### src/rtl/student_fir_i2s_tx.sv
// FIR output stage: scale/saturate results, buffer them in a FIFO and serialise them as I2S stereo.
// Optional STUDENT_FIR_I2S_TX_ROUND_EN selects round-half-up instead of floor in the scaler.
module student_fir_i2s_tx #(
   parameter int unsigned IN_WIDTH    = 33,
   parameter int unsigned OUT_WIDTH   = 16,
   parameter int unsigned FIFO_DEPTH  = 8,
   parameter int unsigned SCLK_DIV    = 4,
   parameter int unsigned SHIFT_WIDTH = 6
) (
   input  logic                            clk_i,
   input  logic                            rst_ni,
   input  logic                            valid_strobe_in,
   input  logic [IN_WIDTH-1:0]             y_in,
   input  logic [SHIFT_WIDTH-1:0]          shift_i,
   input  logic                            enable_i,
   input  logic                            clear_i,
   output logic                            sclk_o,
   output logic                            lrclk_o,
   output logic                            sd_o,
   output logic [$clog2(FIFO_DEPTH):0]     fifo_level_o,
   output logic                            overflow_o,
   output logic                            underflow_o
);

   localparam int unsigned LVL_W  = $clog2(FIFO_DEPTH) + 1;
   localparam int unsigned PTR_W  = $clog2(FIFO_DEPTH);
   localparam int unsigned DIV_W  = $clog2(SCLK_DIV);
   localparam int unsigned SLOT_N = 2 * OUT_WIDTH;
   localparam int unsigned SLOT_W = $clog2(SLOT_N);
   localparam int unsigned BIT_W  = $clog2(OUT_WIDTH);
   localparam int unsigned MAX_SH = IN_WIDTH - 1;
   localparam int unsigned EXT_W  = IN_WIDTH + 1;

   localparam logic signed [EXT_W-1:0] SAT_MAX = EXT_W'((64'd1 << (OUT_WIDTH - 1)) - 64'd1);
   localparam logic signed [EXT_W-1:0] SAT_MIN = ~SAT_MAX;

   // ---------------- ingest: scale and saturate ----------------
   logic [31:0]                w_sh_req;
   logic [31:0]                w_sh;
   logic signed [EXT_W-1:0]    w_ext;
   logic signed [EXT_W-1:0]    w_half;
   logic signed [EXT_W-1:0]    w_rnd;
   logic signed [EXT_W-1:0]    w_shr;
   logic [OUT_WIDTH-1:0]       w_sat;

   assign w_sh_req = 32'(shift_i);
   assign w_sh     = (w_sh_req > MAX_SH) ? MAX_SH : w_sh_req;
   assign w_ext    = {y_in[IN_WIDTH-1], y_in};
`ifdef STUDENT_FIR_I2S_TX_ROUND_EN
   assign w_half   = (w_sh == 32'd0) ? '0 : (EXT_W'(1) << (w_sh - 32'd1));
`else
   assign w_half   = '0;
`endif
   // one guard bit keeps the rounding add from wrapping
   assign w_rnd    = w_ext + w_half;
   assign w_shr    = w_rnd >>> w_sh;

   always_comb begin
      w_sat = w_shr[OUT_WIDTH-1:0];
      if (w_shr > SAT_MAX)
         w_sat = {1'b0, {(OUT_WIDTH-1){1'b1}}};
      else if (w_shr < SAT_MIN)
         w_sat = {1'b1, {(OUT_WIDTH-1){1'b0}}};
   end

   logic                  r_push_vld;
   logic [OUT_WIDTH-1:0]  r_push_data;

   always_ff @(posedge clk_i or negedge rst_ni) begin
      if (!rst_ni) begin
         r_push_vld  <= 1'b0;
         r_push_data <= '0;
      end else begin
         r_push_vld <= valid_strobe_in;
         if (valid_strobe_in)
            r_push_data <= w_sat;
      end
   end

   // ---------------- serialiser timing ----------------
   logic [DIV_W-1:0]      r_div;
   logic [SLOT_W-1:0]     r_slot;
   logic                  r_sclk;
   logic                  r_lrclk;
   logic                  r_sd;
   logic                  r_en_q;
   logic [OUT_WIDTH-1:0]  r_shadow;

   logic                  w_sclk_tc;
   logic                  w_fall;
   logic [SLOT_W-1:0]     w_slot_nxt;
   logic [31:0]           w_slot32;
   logic [31:0]           w_idx32;
   logic [BIT_W-1:0]      w_bit_idx;
   logic                  w_sd_nxt;
   logic                  w_lr_nxt;

   assign w_sclk_tc  = enable_i && (r_div == DIV_W'(SCLK_DIV - 1));
   assign w_fall     = w_sclk_tc && r_sclk;
   assign w_slot_nxt = (r_slot == SLOT_W'(SLOT_N - 1)) ? '0 : r_slot + SLOT_W'(1);
   assign w_slot32   = 32'(w_slot_nxt);
   assign w_lr_nxt   = (w_slot32 >= OUT_WIDTH);

   // data lags lrclk by one slot: slot 0 and slot OUT_WIDTH carry an LSB
   always_comb begin
      w_idx32 = 32'd0;
      if ((w_slot32 != 32'd0) && (w_slot32 <= OUT_WIDTH))
         w_idx32 = OUT_WIDTH - w_slot32;
      else if (w_slot32 > OUT_WIDTH)
         w_idx32 = SLOT_N - w_slot32;
   end
   assign w_bit_idx = BIT_W'(w_idx32);

   // ---------------- FIFO control ----------------
   logic [OUT_WIDTH-1:0]  r_mem [FIFO_DEPTH];
   logic [PTR_W-1:0]      r_wr_ptr;
   logic [PTR_W-1:0]      r_rd_ptr;
   logic [LVL_W-1:0]      r_count;
   logic                  r_ovf;
   logic                  r_udf;
   logic                  r_armed;

   logic                  w_empty;
   logic                  w_full;
   logic                  w_pop_req;
   logic                  w_pop;
   logic                  w_push_req;
   logic                  w_push;
   logic                  w_ovf;
   logic                  w_udf;
   logic [OUT_WIDTH-1:0]  w_head;

   assign w_empty    = (r_count == '0);
   assign w_full     = (r_count == LVL_W'(FIFO_DEPTH));
   assign w_pop_req  = w_fall && (w_slot_nxt == SLOT_W'(1));
   assign w_pop      = w_pop_req && !w_empty;
   assign w_push_req = r_push_vld && !clear_i;
   assign w_push     = w_push_req && (!w_full || w_pop);
   assign w_ovf      = w_push_req && w_full && !w_pop;
   assign w_udf      = w_pop_req && w_empty && r_armed;
   assign w_head     = r_mem[r_rd_ptr];
   assign w_sd_nxt   = (w_slot_nxt == SLOT_W'(1)) ? (w_pop && w_head[OUT_WIDTH-1])
                                                   : r_shadow[w_bit_idx];

   always_ff @(posedge clk_i or negedge rst_ni) begin
      if (!rst_ni) begin
         r_div    <= '0;
         r_slot   <= '0;
         r_sclk   <= 1'b0;
         r_lrclk  <= 1'b0;
         r_sd     <= 1'b0;
         r_en_q   <= 1'b0;
         r_shadow <= '0;
      end else begin
         r_en_q <= enable_i;
         if (w_pop_req)
            r_shadow <= w_pop ? w_head : '0;
         if (!enable_i) begin
            r_div   <= '0;
            r_slot  <= '0;
            r_sclk  <= 1'b0;
            r_lrclk <= 1'b0;
            r_sd    <= 1'b0;
         end else begin
            // frame start: slot 0 replays the held word's LSB
            if (!r_en_q)
               r_sd <= r_shadow[0];
            if (w_sclk_tc) begin
               r_div  <= '0;
               r_sclk <= ~r_sclk;
               if (r_sclk) begin
                  r_slot  <= w_slot_nxt;
                  r_lrclk <= w_lr_nxt;
                  r_sd    <= w_sd_nxt;
               end
            end else begin
               r_div <= r_div + DIV_W'(1);
            end
         end
      end
   end

   always_ff @(posedge clk_i) begin
      if (w_push)
         r_mem[r_wr_ptr] <= r_push_data;
   end

   always_ff @(posedge clk_i or negedge rst_ni) begin
      if (!rst_ni) begin
         r_wr_ptr <= '0;
         r_rd_ptr <= '0;
         r_count  <= '0;
         r_ovf    <= 1'b0;
         r_udf    <= 1'b0;
         r_armed  <= 1'b0;
      end else if (clear_i) begin
         r_wr_ptr <= '0;
         r_rd_ptr <= '0;
         r_count  <= '0;
         r_ovf    <= 1'b0;
         r_udf    <= 1'b0;
         r_armed  <= 1'b0;
      end else begin
         if (w_push)
            r_wr_ptr <= r_wr_ptr + PTR_W'(1);
         if (w_pop)
            r_rd_ptr <= r_rd_ptr + PTR_W'(1);
         case ({w_push, w_pop})
            2'b10:   r_count <= r_count + LVL_W'(1);
            2'b01:   r_count <= r_count - LVL_W'(1);
            default: r_count <= r_count;
         endcase
         if (w_ovf)
            r_ovf <= 1'b1;
         if (w_udf)
            r_udf <= 1'b1;
         if (!enable_i)
            r_armed <= 1'b0;
         else if (w_push)
            r_armed <= 1'b1;
      end
   end

   assign sclk_o       = r_sclk;
   assign lrclk_o      = r_lrclk;
   assign sd_o         = r_sd;
   assign fifo_level_o = r_count;
   assign overflow_o   = r_ovf;
   assign underflow_o  = r_udf;

endmodule
### config.mk
export PLATFORM = sky130hd
export DESIGN_NAME = student_fir_i2s_tx
export DESIGN_NICKNAME = d
export VERILOG_FILES = /design/src/rtl/student_fir_i2s_tx.sv
export SDC_FILE = /design/constraint.sdc
export NUM_CORES = 1
export LEC_CHECK = 0
export BUFFER_PORTS_ARGS = -buffer_cell sky130_fd_sc_hd__buf_2
export CORE_MARGIN = 2
export CORE_UTILIZATION = 62
export CTS_CLUSTER_SIZE = 30
export DETAILED_ROUTE_END_ITERATION = 16
export GPL_ROUTABILITY_DRIVEN = 0
export PLACE_DENSITY = 0.81
export SYNTH_ARGS = -nofsm -noshare
export SYNTH_HDL_FRONTEND = slang
export SYNTH_SLANG_ARGS = --single-unit
### constraint.sdc
create_clock -name clk_i -period 5.38 [get_ports clk_i]
set_input_delay 1.345 -clock clk_i [delete_from_list [all_inputs] [get_ports clk_i]]
set_output_delay 1.345 -clock clk_i [all_outputs]
set_load 0.02 [all_outputs]
Yosys cells after proc, flatten, opt, wreduce, memory -nomap -nowiden

Memories as Yosys holds them, arrays and structs flattened.
Index checks and enable logic that the tools add are counted.
W data, S select, Z words.

Memory bits (writable): 128
Word-level logic and storage cells: 106
Memories kept: 1
Output and inout bits: 9
Register bits after elaboration: 57

Memories:

| name  | depth | width | read ports | clocked after Yosys merged registers in | write ports | line | source |
|---|---|---|---|---|---|---|---|
| r_mem | 8     | 16    | 1          | 0                                       | 1           | 115  | `logic [OUT_WIDTH-1:0] r_mem [FIFO_DEPTH];` |

Eq/ne operators: 9
$lt $le $gt $ge: 7
Bitwise operators: 1
Shift-type cells: 1
Reductions and logical operators: 25
Add/sub/neg operators: 8
Mux-type cells: 39

Operators with widths:

| operator               | number |
|---|---|
| $mux W16               | 3 |
| $gt A34 B16 Y1 const B | 1 |
| $lt A34 B16 Y1 const B | 1 |
| $sshr A33 B6 Y34       | 1 |
| $reduce_bool A32 Y1    | 1 |
| $mux W1                | 20 |
| $mux W5                | 4 |
| $logic_and A1 B1 Y1    | 12 |
| $mux W3                | 4 |
| $mux W4                | 3 |
| $pmux W4 S2            | 1 |
| $reduce_bool A2 Y1     | 4 |
| $sub A1 B4 Y4 const A  | 2 |
| $add A3 B1 Y3 const B  | 2 |
| $gt A6 B6 Y1 const B   | 1 |
| $mux W6                | 1 |
| $add A5 B1 Y5 const B  | 1 |
| $eq A5 B1 Y1 const B   | 1 |
| $eq A5 B5 Y1 const B   | 1 |
| $ge A5 B5 Y1 const B   | 1 |
| $gt A5 B5 Y1 const B   | 1 |
| $le A5 B5 Y1 const B   | 1 |
| $lt A4 B5 Y1 const B   | 1 |
| $add A4 B1 Y4 const B  | 1 |
| other kinds (15)       | 21 |

Logic depth before layout (Yosys ltp)

Word-level depth: 11
Gate-level depth with buffers: 15
Mapped depth without buffers: 14

Worst setup path before layout

OpenSTA, ideal clock, no wires.

Kind: input port to flip-flop
Start: input enable_i
End: memory r_mem[1][0] (enable)
Setup slack: 1.493 ns
Path buffers: 2
Library setup time: 0.409 ns
Data required time: 4.971 ns
Arrival: 3.478 ns
Cell stages on the path: 8
Cell sequence: and3_1 o311ai_2 buf_2 nand3_1 and2_1 clkbuf_1 nand3_1 nor3_1

Longest elaborated chain between the ends: 8

Ends and longest elaborated chain:

| item                          | line | source |
|---|---|---|
| start, declared               | 15   | `input logic enable_i,` |
| $logic_and A1 B1 Y1           | 98   | `assign w_sclk_tc = enable_i && (r_div == DIV_W'(SCLK_DIV - 1));` |
| $logic_and A1 B1 Y1           | 99   | `assign w_fall = w_sclk_tc && r_sclk;` |
| $logic_and A1 B1 Y1           | 135  | `assign w_pop_req = w_fall && (w_slot_nxt == SLOT_W'(1));` |
| $logic_and A1 B1 Y1           | 136  | `assign w_pop = w_pop_req && !w_empty;` |
| $logic_or A1 B1 Y1            | 138  | `assign w_push = w_push_req && (!w_full \|\| w_pop);` |
| $logic_and A1 B1 Y1           | 138  |  |
| $mux W1                       | 184  | `if (w_push)` |
| $mux W1 (implied by the code) | 185  | `r_mem[r_wr_ptr] <= r_push_data;` |
| end, declared                 | 115  |  |

No other way between the ends.

Worst setup path in the final report

Start: input shift_i[5]
End: register r_push_data[10]

Longest elaborated chain between the ends: 6

Ends and longest elaborated chain:

| item                 | line | source |
|---|---|---|
| start, declared      | 14   | `input logic [SHIFT_WIDTH-1:0] shift_i,` |
| $gt A6 B6 Y1         | 47   | `assign w_sh = (w_sh_req > MAX_SH) ? MAX_SH : w_sh_req;` |
| $mux W6 (*)          | 47   |  |
| $sshr A33 B6 Y34 (*) | 56   | `assign w_shr = w_rnd >>> w_sh;` |
| $lt A34 B16 Y1       | 62   | `else if (w_shr < SAT_MIN)` |
| $mux W16             | 62   |  |
| $mux W16 (*)         | 60   | `if (w_shr > SAT_MAX)` |
| end signal, assigned | 76   | `r_push_data <= w_sat;` |
| end, declared        | 67   | `logic [OUT_WIDTH-1:0] r_push_data;` |

Every way passes the cells marked *; elsewhere a longest branch is shown, timed or not.
A chain may end at the register's enable or synchronous reset.

==> results.json <==
{
  "cap_violations": 0,
  "place_inst": 1017,
  "antenna_found_initial": 0,
  "clock_latency_ns": 0.43,
  "hold_buffers": 0,
  "cp-startpoint": "shift_i[5]",
  "hpwl_um": 15400,
  "clock_skew_ns": 0.0103,
  "synth_fp_nets": 853,
  "max_slew.worst_pin.slew_ns": 1.09,
  "rsz0062_at_grt": "no",
  "dpl_cell_area_sq_um": 10400,
  "dr.pass1.iters": 6,
  "crit_path_end_kind": "register",
  "ant_nets": 0,
  "clk_path_buf_depth": 2,
  "r2r_setup_slack_ns": 1.75,
  "netlist.area_leader.share_pct": 38.2,
  "async_flop_share_pct": 30.4,
  "r2r-end": "fifo_level_o[3]",
  "place_ws_ns": 0.651,
  "wl_um": 23700,
  "hp-class": "reg2reg",
  "power_per_cell_area_nw_per_um2": 307,
  "grt_util_all_layers_pct": 28.2,
  "multi_input_area_sq_um": 4450,
  "die_w_um": 131,
  "portBuffers": 52,
  "fp-row-count": 46,
  "finalMaxSlewViolations": 0,
  "hold_viol_final": 0,
  "critical_path_class": "in2reg",
  "r2r-start": "r_slot[0]",
  "ys_seq_area_share_pct": 52.1,
  "max-slew-margin-rel_pct": 27.1,
  "ys.flop_type": "edfxtp_1",
  "startpoint_type": "primary input",
  "coreArea_sq_um": 15900,
  "synth_area_sq_um": 10100,
  "leakagePower_nw": 4.12,
  "yosysMostFrequentCell": "edfxtp_1",
  "cp-endpoint": "r_push_data[10]",
  "fillers": 1067,
  "grt_pass1_vias": 7121,
  "clkTransAtPathRegs_ns": 0.07,
  "final_cell_area_sq_um": 11000,
  "cts_resized": 0,
  "instances_no_fill": 1049,
  "setup_ws_ns": 0.999,
  "r2r_cells": 15,
  "dieArea_sq_um": 17300,
  "period_share_pct": 81.4,
  "diodes": 0,
  "overflow": 0,
  "whs_ns": 0.441,
  "routedWlPerCell_um": 22.6,
  "cts_tree": "yes",
  "drive_gt1_share_pct": 22.7,
  "ios": 53,
  "yosysWarnings": 0,
  "worstPathRequired_ns": 5.64,
  "detailedRoute.firstIterationViolations": 907,
  "fmax_mhz": 228,
  "synth_area_leaders": "edfxtp_1 (38%), dfrtp_1 (14%), mux4_2 (11%)",
  "yosysTopAreaCell": "edfxtp_1",
  "grt_max_degree": 57,
  "register_area_sq_um": 5250,
  "syn_inst": 799,
  "outcome": "completed",
  "critPathMaxFanout": 37,
  "synth_enable_flop_cells": 128,
  "peakVddDrop_mv": 0.289,
  "cts_setup_buffers": 0,
  "min_period_ns": 4.38,
  "synth_seq_cells": 184,
  "finalSetupTns_ns": 0,
  "vias": 7204,
  "cts_root_buf": "clkbuf_16",
  "viasPerCell": 6.87,
  "setup_violations": 0,
  "arrival_ns": 4.64,
  "syn_to_final_growth_pct": 9.46,
  "final_nets": 874,
  "syn_avg_cell_area_sq_um": 12.6,
  "drc": 0,
  "clock_sinks": 184,
  "start_util_pct": 63.4,
  "numCtsBuffers": 17,
  "grt_pass1_wl_um": 38200,
  "htree_levels": 4,
  "dieHeight_um": 131,
  "yosys-top-cells-count": "edfxtp_1 (128), nand2_1 (77), dfrtp_1 (56)",
  "yosysUniqueCellTypes": 79
}
-- cells in the final DEF, fill, tap and decap left out, drive strengths merged, types with 17 or more instances in the layout --
cell	count
clkbuf	17
mux2i	50
o21ai	25
o22ai	24
buf	68
edfxtp	128
mux4	51
nand3	25
nor2	47
inv	24
o31ai	19
a21oi	32
dfrtp	56
nand2	77
-- kinds of logic (layout without fill, tap and decap cells) --
kind of cell	count (synthesis)	count (layout)	share of synthesized area, %
simple gates	230	230	11.6
fa+ha+maj	10	10	1.32
compound gates	177	177	13.0
buf+inv	81	115	3.98
mux	108	108	17.2
xor+xnor	9	9	0.783
flops	184	184	52.1
-- power breakdown --
group / internal, mW / switching, mW / total (mW) / leakage, nW
clock network: 0.675 / 0.592 / 1.27 / 0.296
registers: 1.60 / 0.0725 / 1.67 / 1.86
logic: 0.175 / 0.270 / 0.445 / 1.96
total: 2.45 / 0.935 / 3.38 / 4.12
-- critical path, stage by stage --
cell and delay (ns):
buf_2 0.54, nand2b_4 0.56, mux4_2 0.57, mux2i_1 0.23, a21oi_1 0.18, nand4_1 0.15
nor4b_2 0.07, a21oi_2 0.77, o22ai_1 0.19
-- worst min path at each step --
stage                  start  endpoint  cells after the start
finish              r_div[0]  r_div[0]                      1
global route        r_div[0]  r_div[0]                      1
detailed placement  r_div[0]  r_div[0]                      1
floorplan           r_div[0]  r_div[0]                      1
CTS                 r_div[0]  r_div[0]                      1
global placement    r_div[0]  r_div[0]                      1
-- layout make-up --
type	instances	share of cell area (%)
Clock inverter	15	1.75
Sequential cell	184	47.6
Multi-Input combinational cell	534	40.4
Tap cell	216	2.45
Clock buffer	17	3.86
Timing Repair Buffer	68	3.45
Inverter	15	0.511
-- flip-flops by register name, summed over array words and instances, names as in the netlist --
name and cells:
r_en_q 1, r_rd_ptr 3, underflow_o 1, r_wr_ptr 3, r_div 2, r_push_vld 1
r_armed 1, overflow_o 1, r_slot 5, r_shadow 16, sclk_o 1, r_push_data 16
sd_o 1, r_mem 128, fifo_level_o 4
-- per-layer routing --
| metal | up-vias | routed length (um) | GRT usage, % |
|---|---|---|---|
| met3 | 77 | 1890 | 5.67 |
| met4 | 0 | 786 | 10.6 |
| li1 | 3144 | - | - |
| met5 | - | 0 | 0 |
| met1 | 3549 | 9160 | 37.2 |
| met2 | 434 | 11800 | 46.8 |
-- through the flow --
stage	power, mW	utilization, %
global placement	2.10	65.5
detailed placement	2.13	65.5
CTS	3.38	69.4
global route	3.50	69.4
floorplan	1.99	-
finish	3.38	69.4
No activity file was read; power rests on OpenSTA's default activity.
